--- config.mk ---
export PLATFORM = sky130hd
export DESIGN_NAME = mux_src_arbiter
export DESIGN_NICKNAME = d
export VERILOG_FILES = /design/src/rtl/mux_src_arbiter.sv
export SDC_FILE = /design/constraint.sdc
export NUM_CORES = 1
export LEC_CHECK = 0
export ABC_AREA = 1
export CAP_MARGIN = 40
export CELL_PAD_IN_SITES_DETAIL_PLACEMENT = 1
export CELL_PAD_IN_SITES_GLOBAL_PLACEMENT = 1
export CORE_ASPECT_RATIO = 1.5
export CORE_UTILIZATION = 25
export CTS_BUF_LIST = sky130_fd_sc_hd__clkbuf_2 sky130_fd_sc_hd__clkbuf_4 sky130_fd_sc_hd__clkbuf_8
export DETAILED_ROUTE_END_ITERATION = 10
export MAX_ROUTING_LAYER = met4
export PLACE_DENSITY_LB_ADDON = 0.08
export SKIP_LAST_GASP = 1
export SLEW_MARGIN = 20
export SYNTH_ARGS = -nofsm -noshare
export SYNTH_HDL_FRONTEND = slang
export SYNTH_SLANG_ARGS = --single-unit
--- constraint.sdc ---
create_clock -name clk -period 1.6 [get_ports clk]
set_input_delay 0.4 -clock clk [delete_from_list [all_inputs] [get_ports clk]]
set_output_delay 0.4 -clock clk [all_outputs]
set_load 0.02 [all_outputs]
--- src/rtl/mux_src_arbiter.sv ---
// Round-robin owner of the shared MUX2TO1 datapath: picks s for two requesters,
// captures the mux output and offers it downstream on a valid/ready port.
module mux_src_arbiter #(
    parameter int WIDTH = 16,
    parameter int DWELL = 4
) (
    input  logic             clk,
    input  logic             reset_n,
    input  logic             req0,
    input  logic             req1,
    input  logic [WIDTH-1:0] mux_out,
    input  logic             out_ready,
    output logic             s,
    output logic             gnt0,
    output logic             gnt1,
    output logic [WIDTH-1:0] data_out,
    output logic             data_valid,
    output logic [1:0]       dbg_state
);

    // Handshake: a word on data_out is consumed on any rising edge where
    // data_valid=1 and out_ready=1; data_out is stable while data_valid=1 and out_ready=0.

    localparam int CW = $clog2(DWELL + 1);

    typedef enum logic [1:0] {
        IDLE = 2'd0,
        OWN0 = 2'd1,
        OWN1 = 2'd2
    } state_t;

    state_t        state;
    logic [CW-1:0] count;
    logic          last_owner;

    logic          in_own;
    logic          own;
    logic          req_own;
    logic          req_oth;
    logic          xfer;
    logic          drain;
    logic [CW-1:0] count_inc;
    logic          dwell_hit;

    always_comb begin
        in_own    = (state == OWN0) || (state == OWN1);
        own       = (state == OWN1);
        req_own   = own ? req1 : req0;
        req_oth   = own ? req0 : req1;
        xfer      = in_own && req_own && (!data_valid || out_ready);
        drain     = data_valid && out_ready && !xfer;
        count_inc = count + CW'(1);
        dwell_hit = xfer && (count_inc == CW'(DWELL));
    end

    assign dbg_state = state;

    always_ff @(posedge clk) begin
        if (!reset_n) begin
            state      <= IDLE;
            s          <= 1'b0;
            gnt0       <= 1'b0;
            gnt1       <= 1'b0;
            data_out   <= '0;
            data_valid <= 1'b0;
            count      <= '0;
            last_owner <= 1'b1;
        end else begin
            if (xfer) begin
                data_out   <= mux_out;
                data_valid <= 1'b1;
            end else if (drain) begin
                data_valid <= 1'b0;
            end

            case (state)
                IDLE: begin
                    // last_owner=1 means source 0 wins a tie
                    if (req0 && (!req1 || last_owner)) begin
                        state <= OWN0;
                        s     <= 1'b0;
                        gnt0  <= 1'b1;
                        gnt1  <= 1'b0;
                    end else if (req1) begin
                        state <= OWN1;
                        s     <= 1'b1;
                        gnt0  <= 1'b0;
                        gnt1  <= 1'b1;
                    end
                end
                OWN0, OWN1: begin
                    if (!req_own || (dwell_hit && req_oth)) begin
                        count      <= '0;
                        last_owner <= own;
                        if (req_oth) begin
                            state <= own ? OWN0 : OWN1;
                            s     <= !own;
                            gnt0  <= own;
                            gnt1  <= !own;
                        end else begin
                            state <= IDLE;
                            gnt0  <= 1'b0;
                            gnt1  <= 1'b0;
                        end
                    end else if (dwell_hit) begin
                        // Nobody else waiting: keep the grant, start a fresh dwell window
                        count <= '0;
                    end else if (xfer) begin
                        count <= count_inc;
                    end
                end
                default: begin
                    state <= IDLE;
                    gnt0  <= 1'b0;
                    gnt1  <= 1'b0;
                    count <= '0;
                end
            endcase
        end
    end

endmodule

Yosys cells after proc, flatten, opt, wreduce, memory -nomap -nowiden
Cells that the tools add are included.
Operators by class
  add/sub/neg operators: 1
  equality and inequality tests: 7
  multiplexer cells: 27
  bitwise gates (word level): 1
  reductions and logical operators: 24
Operators by type and width (number)
  2-to-1 mux 1 bit: 14
  2-to-1 mux 2 bit: 5
  2-to-1 mux 3 bit: 3
  logical AND 1 bit: 7
  case mux 1 bit (2 select lines): 3
  case mux 3 bit (2 select lines): 1
  AND reduction 2 bit: 3
  logical NOT 1 bit: 5
  logical OR 1 bit: 4
  inequality test 2 bit, second input constant: 2
  inequality test 4 bit, second input constant: 1
  case mux 2 bit (2 select lines): 1
  AND reduction 4 bit: 1
  nonzero test 2 bit: 2
  adder 3 x 1 -> 3 bit, second input constant: 1
  equality test 3 bit, second input constant: 1
  inequality test 3 bit, second input constant: 1
  equality test 2 x 1 -> 1 bit, second input constant: 1
  equality test 2 bit, second input constant: 1
  logical NOT 2 bit: 1
  OR reduction 2 bit: 1
  NOT 1 bit: 1
Storage, ports and cells
  register bits: 26
  bits of input ports: 21
  output and inout bits: 22
  word-level logic and storage cells: 68

Depth between registers and ports, before layout
  word-level depth: 9
  mapped depth: 12
  depth with buffers taken out: 12

Worst setup path before layout
OpenSTA, ideal clock, no wires.
  path type: register -> register
  start: register, netlist name gnt0
  end: register count[1]
  library setup time: 0.116 ns
  arrival time: 1.502 ns
  data required time: 1.484 ns
  path slack: -0.018 ns
  cell stages (with the launch flop): 11
  buffers on the path: 0
  period minus slack after synthesis: 1.618 ns
  cell sequence: dfxtp_1 -> inv_1 -> ha_1 -> inv_1 -> nand2_2 -> nand2_4 -> nand2_2 -> o21ai_2 -> inv_1 -> o21ai_0 -> nor2_1
RTL lines
  end signal, assigned: RTL line 109  | count <= count_inc;
  end, declared: RTL line 33  | logic [CW-1:0] count;

Worst setup path in the final report
  start: input port req1
  end: register count[1]
On the way
  word-level cells in the longest chain between the ends: 8
  elaborated cells on any way between the ends: 13
  classes of those cells: 1 x eq/ne; 5 x mux; 7 x reduce/logical
RTL lines
  start, declared: RTL line 10  | input logic req1,
  2-to-1 mux 1 bit: RTL line 48  | req_own = own ? req1 : req0;
  logical AND 1 bit (2 in series): RTL line 50  | xfer = in_own && req_own && (!data_valid || out_ready);
  logical AND 1 bit: RTL line 53  | dwell_hit = xfer && (count_inc == CW'(DWELL));
  logical AND 1 bit: RTL line 92  | if (!req_own || (dwell_hit && req_oth)) begin
  logical OR 1 bit: RTL line 92
  inequality test 4 bit (no line) or 2-to-1 mux 3 bit (tied branches)
  AND reduction 2 bit (no line) or case mux 3 bit (2 select lines) (tied branches)
Several ways; a longest one is shown, not always the timed one.
A chain may end at the register's enable or synchronous reset.

==> flow_summary.json <==
{
  "outcome": "complete, but fails checks",
  "violations": "design-rule violations",
  "gp_congestion": 0.829,
  "antenna_found_initial": 0,
  "cts_made_buffers": 3,
  "io_buffer_count": 42,
  "ys_ff_latch": 24,
  "drive_above_1_share_pct": 17.0,
  "crit_type": "in2reg",
  "core_area_mm2": 0.00432,
  "grt_pass1_vias": 1327,
  "worstSetupEndpoint": "count[1]$_SDFFE_PN0P_",
  "period_share_pct": 94.9,
  "finClkSkew_ns": 0.00593,
  "drc": 4,
  "critPathLaunch": "req1",
  "slew_headroom_pct": 84.9,
  "dp_hpwl_um": 2600,
  "r2r-end": "last_owner$_SDFFE_PN1P_",
  "die_y_um": 84.8,
  "r2r_setup_slack_ns": 0.16,
  "start_kind": "input pin",
  "die_w_um": 57.2,
  "wl_met1_um": 1250,
  "syn_inst": 158,
  "fin_ws_ns": 0.0819,
  "firstDrtPassIters": 6,
  "cap_viol_max_count": 0,
  "netlist_top_cells_area": "dfxtp_1 (42%), nand2_1 (15%), a21oi_1 (9.2%)",
  "initial_core_util_pct": 26.5,
  "setup-violations-final": 0,
  "synth_top_area_share_pct": 42.0,
  "synth_top_cell_by_area": "dfxtp_1",
  "top_layer_used": "met4",
  "dp_cells": 254,
  "drt_iter0_drc": 15,
  "critPathMaxFanout": 4,
  "timing.rr.start": "gnt0$_SDFFE_PN0P_",
  "syn_avg_cell_area_um2": 7.24,
  "power_density_mw_per_mm2": 1760,
  "fillers": 544,
  "layout.nets": 239,
  "endpoint_kind": "flop",
  "cts_sinks": 24,
  "yosysMostFrequentCell": "nand2_1",
  "worstPathRequired_ns": 1.77,
  "num_rows": 29,
  "yosysWarnings": 0,
  "grt_max_degree": 19,
  "wl_per_cell_um": 12.4,
  "yosysSeqAreaShare_pct": 42.0,
  "post-place-ws_ns": -0.236,
  "wl_met2_um": 1810,
  "clockBufferDepth": 2,
  "layout.cells.non_filler": 258,
  "cts_root_buffer": "clkbuf_8",
  "gr-usage-all-layers_pct": 15.0,
  "fmax_mhz": 659,
  "synth-edff-count": 0,
  "whs_path_depth": 2,
  "power_leakage_nw": 0.833,
  "num_antenna_cells": 0,
  "synth_commonest_cells": "nand2_1 (46), dfxtp_1 (24), a21oi_1 (21)",
  "postCtsSetupBuffers": 0,
  "clk-insertion-delay-late_ns": 0.27,
  "worst_pin_slew_ns": 0.228,
  "synthToLayoutAreaGrowth_pct": 55.8,
  "worstPathArrival_ns": 1.69,
  "ys.flop_type": "dfxtp_1",
  "htree_levels": 1,
  "hold_path.class": "reg2reg",
  "route.vias.total": 1191,
  "irDropWorstVdd_mv": 0.639,
  "postRouteAntennaNets": 0,
  "io_pins": 43,
  "ys_types": 21,
  "hold_viol_final": 0,
  "cts_tree": "done",
  "routed_via_density": 4.62,
  "synthArstFlopShare_pct": 0,
  "routed_wirelength_um": 3210,
  "slew_viol_final": 0,
  "met3_length_um": 112,
  "grt-ovfl-total": 0,
  "synth_area_mm2": 0.00114,
  "layout_min_cycle_time_ns": 1.52,
  "clkTransAtPathRegs_ns": 0.09,
  "synth_nets": 184,
  "grt_pass1_wl_um": 5620,
  "r2r_cells": 10,
  "die-area_mm2": 0.00485
}
## placed cells by master (no fill, tap or decap), types with 2 or more instances in the layout
cell,instances
a21oi_1,21
buf_4,11
clkbuf_8,3
clkdlybuf4s50_1,20
dfxtp_1,22
dfxtp_2,2
dlygate4sd2_1,22
ha_1,3
ha_4,2
inv_1,18
inv_2,3
nand2_1,46
nand2_2,4
nand3_1,8
nand4_1,2
nor2_1,8
nor2_2,2
o21ai_0,4
## worst max-delay path, cell delays in order
cell	delay, ns
clkdlybuf4s50_1	0.51
buf_4	0.13
nand2_2	0.06
nand2_4	0.09
nand2_2	0.08
o21ai_2	0.17
inv_1	0.05
o21ai_0	0.14
nor2_1	0.06
## how the worst min path moves through the flow
| stage | startpoint | to | slack [ns] |
|---|---|---|---|
| global route | data_out[7]$_SDFFE_PN0P_ | data_out[7]$_SDFFE_PN0P_ | 0.50 |
| detailed placement | data_out[7]$_SDFFE_PN0P_ | data_out[7]$_SDFFE_PN0P_ | 0.46 |
| global placement | data_out[2]$_SDFFE_PN0P_ | data_out[2]$_SDFFE_PN0P_ | 0.45 |
| floorplan | last_owner$_SDFFE_PN1P_ | last_owner$_SDFFE_PN1P_ | 0.43 |
| finish | data_out[2]$_SDFFE_PN0P_ | data_out[2]$_SDFFE_PN0P_ | 0.47 |
| CTS | data_out[7]$_SDFFE_PN0P_ | data_out[7]$_SDFFE_PN0P_ | 0.47 |
## layer usage
| metal | vias to the layer above | track usage [%] |
|---|---|---|
| met1 | 559 | 15.5 |
| met3 | 4 | 2.13 |
| li1 | 599 | - |
| met4 | 0 | 3.99 |
| met2 | 29 | 28.8 |
| met5 | - | - |
## state kept, by name (all words and copies together), names as in the netlist
register / cells
count: 3
data_out: 16
data_valid: 1
gnt0: 1
gnt1: 1
last_owner: 1
s: 1
## what timing repair did
| item | in CTS | in global routing |
|---|---|---|
| gates resized for setup | 22 | 10 |
| hold buffers | 0 | 0 |
| endpoints found under the setup margin | 24 | 23 |
| pin swaps | 0 | 0 |
## where the power goes
group	switching, mW	leakage, nW	internal (mW)	total (mW)
clock network	0.198	0.0357	0.335	0.533
registers	0.0873	0.197	0.774	0.861
logic	1.03	0.601	0.719	1.74
total	1.31	0.833	1.83	3.14
## logic make-up (layout without fill, tap and decap cells)
| family | count (synthesis) | in the layout | share of synthesized area [%] |
|---|---|---|---|
| AO/OA/AOI/OAI | 28 | 28 | 12.9 |
| adder cells (fa/ha/maj) | 5 | 5 | 5.47 |
| buffers and inverters | 28 | 82 | 11.1 |
| flip-flops | 24 | 24 | 42.0 |
| AND/OR/NAND/NOR | 73 | 73 | 28.6 |
## through the flow
stage           TNS, ns  cell area, um^2  hold WS, ns  total power [mW]  utilization, %
2_1_floorplan         0             1140        0.428              1.95               -
3_3_place_gp      -3.87             1700        0.451              2.61            39.3
3_5_place_dp      -4.41             1700        0.458              2.65            39.3
4_1_cts         -0.0386             1740        0.472              3.09            40.3
5_1_grt        -0.00426             1780        0.498              3.41            41.3
6_report              0             1780        0.468              3.14            41.3
## layout make-up
type                    count  area, um^2  share of cell area [%]
flip-flops and latches     24         483                    27.1
multi-input cells         106         574                    32.2
clock buffers               3        41.3                    2.32
repair buffers             55         507                    28.4
well taps                  46        57.6                    3.23
inverters                  23        88.8                    4.99
clock inverters             1        30.0                    1.69
Note: power is estimated with default switching activity, not from simulation.
